===== src/rtl/branch_seq_if.sv =====
// Decode-side handshake between the ID stage and the branch resolution sequencer,
// including the shared comparator option/result pair and the PC redirect.
interface branch_seq_if;
    logic        br_req;
    logic [2:0]  br_op;
    logic [31:0] br_target;
    logic        rs_ready;
    logic        rt_ready;
    logic        cmp_res;
    logic [2:0]  cmp_option;
    logic        stall;
    logic        br_done;
    logic        redirect;
    logic [31:0] redirect_pc;

    modport master (
        output br_req, br_op, br_target, rs_ready, rt_ready, cmp_res,
        input  cmp_option, stall, br_done, redirect, redirect_pc
    );

    modport slave (
        input  br_req, br_op, br_target, rs_ready, rt_ready, cmp_res,
        output cmp_option, stall, br_done, redirect, redirect_pc
    );
endinterface


===== src/rtl/branch_seq.sv =====
// Branch resolution sequencer: waits for forwarded operands, drives the shared
// comparator, and issues a one-cycle redirect plus saturating branch statistics.
module branch_seq #(
    parameter int CNT_W    = 16,
    parameter int MAX_WAIT = 8
) (
    input  logic             clk,
    input  logic             rst_n,
    branch_seq_if.slave      br,
    input  logic             clr_stat,
    output logic [CNT_W-1:0] taken_cnt,
    output logic [CNT_W-1:0] total_cnt,
    output logic             illegal,
    output logic             timeout
);
    localparam int                WAIT_W    = (MAX_WAIT > 1) ? $clog2(MAX_WAIT) : 1;
    localparam logic [WAIT_W-1:0] WAIT_LAST = WAIT_W'(MAX_WAIT - 1);
    localparam logic [2:0]        OP_NEVER  = 3'b000;
    localparam logic [2:0]        OP_EQ     = 3'b001;
    localparam logic [2:0]        OP_ALWAYS = 3'b111;

    typedef enum logic [1:0] {S_IDLE, S_WAIT, S_EVAL, S_DONE} state_t;

    state_t            state_q, state_d;
    logic [2:0]        op_q, op_in, op_next;
    logic [31:0]       target_q;
    logic [WAIT_W-1:0] wait_q;
    logic              taken_q;
    logic              reserved, accept, sample, expire;

    // Reserved codes are remapped to "never" so they cannot reach the comparator.
    assign reserved = !(br.br_op inside {OP_NEVER, OP_EQ, OP_ALWAYS});
    assign op_in    = reserved ? OP_NEVER : br.br_op;
    assign op_next  = accept ? op_in : op_q;

    // NOTE: every signal written here gets a default first, otherwise paths that skip an assignment infer latches.
    always_comb begin
        state_d = state_q;
        accept  = 1'b0;
        sample  = 1'b0;
        expire  = 1'b0;
        case (state_q)
            S_IDLE: begin
                if (br.br_req) begin
                    accept  = 1'b1;
                    state_d = (op_in == OP_EQ && !(br.rs_ready && br.rt_ready)) ? S_WAIT : S_EVAL;
                end
            end
            S_WAIT: begin
                if (!br.br_req) begin
                    state_d = S_IDLE;
                end else if (br.rs_ready && br.rt_ready) begin
                    state_d = S_EVAL;
                end else if (wait_q == WAIT_LAST) begin
                    state_d = S_DONE;
                    expire  = 1'b1;
                end
            end
            S_EVAL: begin
                if (!br.br_req) begin
                    state_d = S_IDLE;
                end else begin
                    state_d = S_DONE;
                    sample  = 1'b1;
                end
            end
            S_DONE:  state_d = S_IDLE;
            default: state_d = S_IDLE;
        endcase
    end

    // NOTE: sequential state uses non-blocking assignments so every register samples pre-edge values.
    always_ff @(posedge clk or negedge rst_n) begin
        if (!rst_n) begin
            state_q        <= S_IDLE;
            op_q           <= OP_NEVER;
            target_q       <= '0;
            wait_q         <= '0;
            taken_q        <= 1'b0;
            br.cmp_option  <= OP_NEVER;
            br.redirect_pc <= '0;
        end else begin
            state_q       <= state_d;
            br.cmp_option <= (state_d == S_EVAL) ? op_next : OP_NEVER;
            if (accept) begin
                op_q     <= op_in;
                target_q <= br.br_target;
            end
            if (accept) begin
                wait_q <= '0;
            end else if (state_q == S_WAIT && state_d == S_WAIT) begin
                wait_q <= wait_q + WAIT_W'(1);
            end
            if (sample) begin
                taken_q <= br.cmp_res;
            end else if (expire) begin
                taken_q <= 1'b0;
            end
            // Loaded on entry to DONE so the PC sees the target alongside redirect.
            if (sample && br.cmp_res) begin
                br.redirect_pc <= target_q;
            end
        end
    end

    always_ff @(posedge clk or negedge rst_n) begin
        if (!rst_n) begin
            taken_cnt <= '0;
            total_cnt <= '0;
            illegal   <= 1'b0;
            timeout   <= 1'b0;
        end else if (clr_stat) begin
            taken_cnt <= '0;
            total_cnt <= '0;
            illegal   <= 1'b0;
            timeout   <= 1'b0;
        end else begin
            if (state_q == S_DONE) begin
                if (total_cnt != '1) total_cnt <= total_cnt + CNT_W'(1);
                if (taken_q && taken_cnt != '1) taken_cnt <= taken_cnt + CNT_W'(1);
            end
            if (accept && reserved) illegal <= 1'b1;
            if (expire) timeout <= 1'b1;
        end
    end

    assign br.br_done  = (state_q == S_DONE);
    assign br.redirect = (state_q == S_DONE) && taken_q;
    assign br.stall    = rst_n && br.br_req && (state_q != S_DONE);
endmodule


===== src/flat_wrapper.sv =====
// flat-port wrapper written by rule: the top's interface ports become plain ports
module branch_seq_flat 
#(
    parameter int CNT_W    = 16,
    parameter int MAX_WAIT = 8
)
  (clk, rst_n, clr_stat, taken_cnt, total_cnt, illegal, timeout, br_br_req, br_br_op, br_br_target, br_rs_ready, br_rt_ready, br_cmp_res, br_cmp_option, br_stall, br_br_done, br_redirect, br_redirect_pc);
  branch_seq_if br_i ();
  input  logic clk;
  input  logic rst_n;
  input  logic clr_stat;
  output logic [CNT_W-1:0] taken_cnt;
  output logic [CNT_W-1:0] total_cnt;
  output logic illegal;
  output logic timeout;
  input wire logic [$bits(br_i.br_req)-1:0] br_br_req;
  input wire logic [$bits(br_i.br_op)-1:0] br_br_op;
  input wire logic [$bits(br_i.br_target)-1:0] br_br_target;
  input wire logic [$bits(br_i.rs_ready)-1:0] br_rs_ready;
  input wire logic [$bits(br_i.rt_ready)-1:0] br_rt_ready;
  input wire logic [$bits(br_i.cmp_res)-1:0] br_cmp_res;
  output wire logic [$bits(br_i.cmp_option)-1:0] br_cmp_option;
  output wire logic [$bits(br_i.stall)-1:0] br_stall;
  output wire logic [$bits(br_i.br_done)-1:0] br_br_done;
  output wire logic [$bits(br_i.redirect)-1:0] br_redirect;
  output wire logic [$bits(br_i.redirect_pc)-1:0] br_redirect_pc;
  assign br_i.br_req = br_br_req;
  assign br_i.br_op = br_br_op;
  assign br_i.br_target = br_br_target;
  assign br_i.rs_ready = br_rs_ready;
  assign br_i.rt_ready = br_rt_ready;
  assign br_i.cmp_res = br_cmp_res;
  assign br_cmp_option = br_i.cmp_option;
  assign br_stall = br_i.stall;
  assign br_br_done = br_i.br_done;
  assign br_redirect = br_i.redirect;
  assign br_redirect_pc = br_i.redirect_pc;
  branch_seq #(.CNT_W(CNT_W), .MAX_WAIT(MAX_WAIT)) u_core (.clk(clk), .rst_n(rst_n), .br(br_i), .clr_stat(clr_stat), .taken_cnt(taken_cnt), .total_cnt(total_cnt), .illegal(illegal), .timeout(timeout));
endmodule

===== config.mk =====
export PLATFORM = sky130hd
export DESIGN_NAME = branch_seq_flat
export DESIGN_NICKNAME = d
export VERILOG_FILES = /design/src/rtl/branch_seq_if.sv /design/src/rtl/branch_seq.sv /design/src/flat_wrapper.sv
export SDC_FILE = /design/constraint.sdc
export NUM_CORES = 1
export LEC_CHECK = 0
export CORE_ASPECT_RATIO = 0.9
export CORE_MARGIN = 10
export CORE_UTILIZATION = 50
export DETAILED_ROUTE_END_ITERATION = 6
export PLACE_DENSITY = 0.8
export REMOVE_ABC_BUFFERS = 1
export SYNTH_ARGS = -nofsm -noshare
export SYNTH_HDL_FRONTEND = slang
export SYNTH_SLANG_ARGS = --single-unit

===== constraint.sdc =====
create_clock -name clk -period 2.3 [get_ports clk]
set_input_delay 0.46 -clock clk [delete_from_list [all_inputs] [get_ports clk]]
set_output_delay 0.46 -clock clk [all_outputs]
set_load 0.01 [all_outputs]

==> impl_metrics.sql <==
INSERT INTO impl_metrics (metric_group, metric, value, unit) VALUES
('status', 'outcome', 'finished clean', ''),
('critical_path', 'worst-endpoint-required', '1.84', 'ns'),
('cts', 'clock_insertion_delay_worst_skew', '0.37', 'ns'),
('floorplan', 'placement_rows', '34', ''),
('logic_synthesis', 'edff_count_synth', '0', ''),
('cts', 'cts.sink_count', '110', ''),
('global_routing', 'grt_first_pass_wirelength', '19570', 'um'),
('placed_design', 'finalWeightedCongestion', '0.8184', ''),
('placed_design', 'dpl.cell_count', '687', ''),
('sta', 'post-route-worst-setup-slack', '0.07709', 'ns'),
('finish', 'num-nets-final', '621', ''),
('critical_path', 'path_cells', 'nand2_4 -> and3_1 -> clkdlybuf4s50_1', ''),
('critical_path', 'cp-end-kind', 'output port', ''),
('sta', 'max-slew-margin-rel', '0.5338', ''),
('sta', 'fmax', '449.9', 'MHz'),
('sta', 'timing.final.crit_period', '2.223', 'ns'),
('sta', 'worst_margin_slew', '0.6993', 'ns'),
('cts', 'cts_tree', 'built', ''),
('detailed_routing', 'route.antenna.remaining_nets', '0', ''),
('logic_synthesis', 'asyncSetResetFlopFracSynth', '1.000', ''),
('finish', 'area.growth.synth_to_final', '31.50', '%'),
('logic_synthesis', 'synthesis.yosys.warnings', '0', ''),
('cts', 'total_cts_buffers', '9', ''),
('critical_path', 'critical_path_arrival', '1.76', 'ns'),
('logic_synthesis', 'share_of_the_synthesized_netlist_area_taken_by_xor_and_xnor_gates', '0.003580', ''),
('pwr', 'power_density_of_the_placed_cells', '765.9', 'mW/mm2'),
('detailed_routing', 'number_of_optimization_iterations_in_the_first_detailed_route_pass', '5', ''),
('global_routing', 'grt_overflow', '0', ''),
('critical_path', 'worst-setup-path-type', 'reg -> out', ''),
('floorplan', 'die_area', '0.01415', 'mm2'),
('finish', 'fin_cells', '705', ''),
('logic_synthesis', 'synth_fa_ha_area_frac', '0.01023', ''),
('flow_run', 'max_cap_violations', '0', ''),
('sta', 'clock_skew', '0.01294', 'ns'),
('cts', 'cts-root-buf', 'clkbuf_8', ''),
('floorplan', 'floorplan.initialDensity', '0.5090', ''),
('logic_synthesis', 'yosys.area.top_type', 'dfrtp_1', ''),
('sta', 'fin_hold_ws', '0.2378', 'ns'),
('cts', 'clk_path_buf_depth', '2', ''),
('pwr', 'clock_network_power_share', '0.228', ''),
('sta', 'finalMaxSlewViolations', '0', ''),
('logic_synthesis', 'yosysUniqueCellTypes', '53', ''),
('sta', 'report.final.hold_viol_count', '0', ''),
('placed_design', 'hpwl', '8554', 'um'),
('sta', 'final.setup.tns', '0', 'ns'),
('pwr', 'vdd_ir_drop_max', '0.6153', 'mV'),
('global_routing', 'largest_net_degree_at_the_start_of_global_routing', '57', ''),
('logic_synthesis', 'synthMuxAreaShare', '0.08668', ''),
('cts', 'clk_pin_slew', '0.10', 'ns'),
('floorplan', 'core_area', '0.009614', 'mm2'),
('logic_synthesis', 'syn_area', '0.004893', 'mm2'),
('critical_path', 'crit_slowest_cell', 'clkdlybuf4s50_1', ''),
('critical_path', 'worstPathMaxFanout', '9', ''),
('logic_synthesis', 'synthesized_area_fraction_occupied_by_ao_oa_aoi_and_oai_cells', '0.08949', ''),
('hold_path', 'timing.hold.worst.class', 'in -> async', ''),
('pwr', 'p_seq_frac', '0.513', ''),
('detailed_routing', 'drt_wl_total', '11910', 'um'),
('detailed_routing', 'post_drt_wl_per_cell', '16.89', 'um'),
('finish', 'layout-drive-gt1-share', '0.1468', ''),
('logic_synthesis', 'syn_area_per_cell', '10.75', 'um2'),
('detailed_routing', 'vias', '3927', ''),
('placed_design', 'dpl_worst_slack', '0.1549', 'ns'),
('global_routing', 'grt_pass1_vias', '3987', ''),
('pwr', 'p_switching', '1.449', 'mW'),
('pwr', 'power.static_leakage', '2.896', 'nW'),
('sta', 'timing.final.setup_violations', '0', ''),
('logic_synthesis', 'synth-seq-cells', '110', ''),
('placed_design', 'port_buffers', '113', ''),
('sta', 'rsz0062_at_grt', 'false', ''),
('finish', 'diode_insertion_count_for_antenna_repair', '0', ''),
('sta', 'period_share', '0.9665', '');
## worst paths after layout
path / end / cells after the start / start / slack, ns
worst max-delay path: br_stall / 3 / u_core.state_q[1] / 0.08
worst min-delay path: u_core.total_cnt[0] / 2 / rst_n / 0.24
worst max register to register: u_core.taken_cnt[0] / 5 / u_core.taken_cnt[0] / 0.33
worst min register to register: u_core.target_q[11] / 2 / u_core.target_q[11] / 0.48
max in group asynchronous: u_core.state_q[0] / 2 / rst_n / 1.56
min in group clk: u_core.target_q[11] / 2 / u_core.target_q[11] / 0.48
## repair_timing
item,4_1_cts,5_1_grt
resized for setup,2,0
setup endpoints to repair,3,2
buffers inserted,0,3
## sequential cells by signal (all words and copies together) (netlist names)
signal,flops
u_core.illegal,1
u_core.state_q,2
u_core.op_q,3
u_core.br.redirect_pc,32
u_core.timeout,1
u_core.taken_cnt,16
u_core.br.cmp_option,3
u_core.total_cnt,16
u_core.taken_q,1
u_core.wait_q,3
u_core.target_q,32
## kinds of logic (layout without fill, tap and decap cells)
group,count (synthesis),count (layout)
simple gates,211,211
flops,110,110
fa+ha+maj,4,4
mux,38,38
xor+xnor,2,2
buf+inv,24,148
compound gates,66,66
## worst register-to-register path: cells and delay by family (launching register included)
family | cells | cell delay [ns]
simple gates | 3 | 0.87
flops | 1 | 0.44
mux | 1 | 0.31
fa+ha+maj | 1 | 0.24
## power by group through the flow
| stage | combinational [mW] | clock [mW] | sequential (mW) |
|---|---|---|---|
| CTS | 1.29 | 1.15 | 2.54 |
| global placement | 1.25 | 0 | 2.54 |
| detailed placement | 1.29 | 0 | 2.57 |
| floorplan | 0.397 | 0 | 2.63 |
| finish | 1.28 | 1.12 | 2.53 |
| global route | 1.39 | 1.22 | 2.58 |
## layer usage
metal,track usage,share of wire,wire length (um)
met3,0.06911,0.097,1150
met1,0.1933,0.42,5054
met2,0.2707,0.47,5607
met4,0.03413,0.0082,98
met5,0,0,0
## stage by stage
step	instance area [um2]	util	power, mW
after floorplan	4808	-	3.029
after global placement	6226	0.6476	3.794
after detailed placement	6226	0.6476	3.851
after CTS	6412	0.6670	4.981
after global routing	6435	0.6693	5.184
final	6435	0.6693	4.928
## placed cells by master, fill, tap and decap left out, drive strengths merged, types with 4 or more instances in the layout
master	count
or4	10
and3	4
or3	12
nor3	5
mux2	35
nor2b	7
o31ai	11
a21oi	26
ha	4
o21ai	14
clkdlybuf4s50	112
clkbuf	9
nor2	16
nand2	114
nand4	10
inv	12
and4	4
buf	15
dfrtp	110
nor4	4
nand3	12
## synthesized netlist by cell type (4+ instances only)
cell type / count
a21oi_1: 26
and3_1: 4
buf_2: 5
clkbuf_1: 9
dfrtp_1: 110
ha_1: 4
inv_1: 4
mux2_2: 35
nand2_1: 113
nand3_1: 11
nand4_1: 8
nor2_1: 16
nor2b_1: 7
o21ai_0: 14
o31ai_1: 11
or3_1: 11
or4_1: 10
## layout make-up
type	instances	area [um2]	share of cell area
well taps	126	157.7	0.02450
clock inverters	6	60.06	0.009333
multi-input cells	321	2044	0.3177
flip-flops and latches	110	2755	0.4282
repair buffers	127	1271	0.1976
inverters	6	22.52	0.003500
clock buffers	9	123.9	0.01925
(Power assumes the default switching activity.)
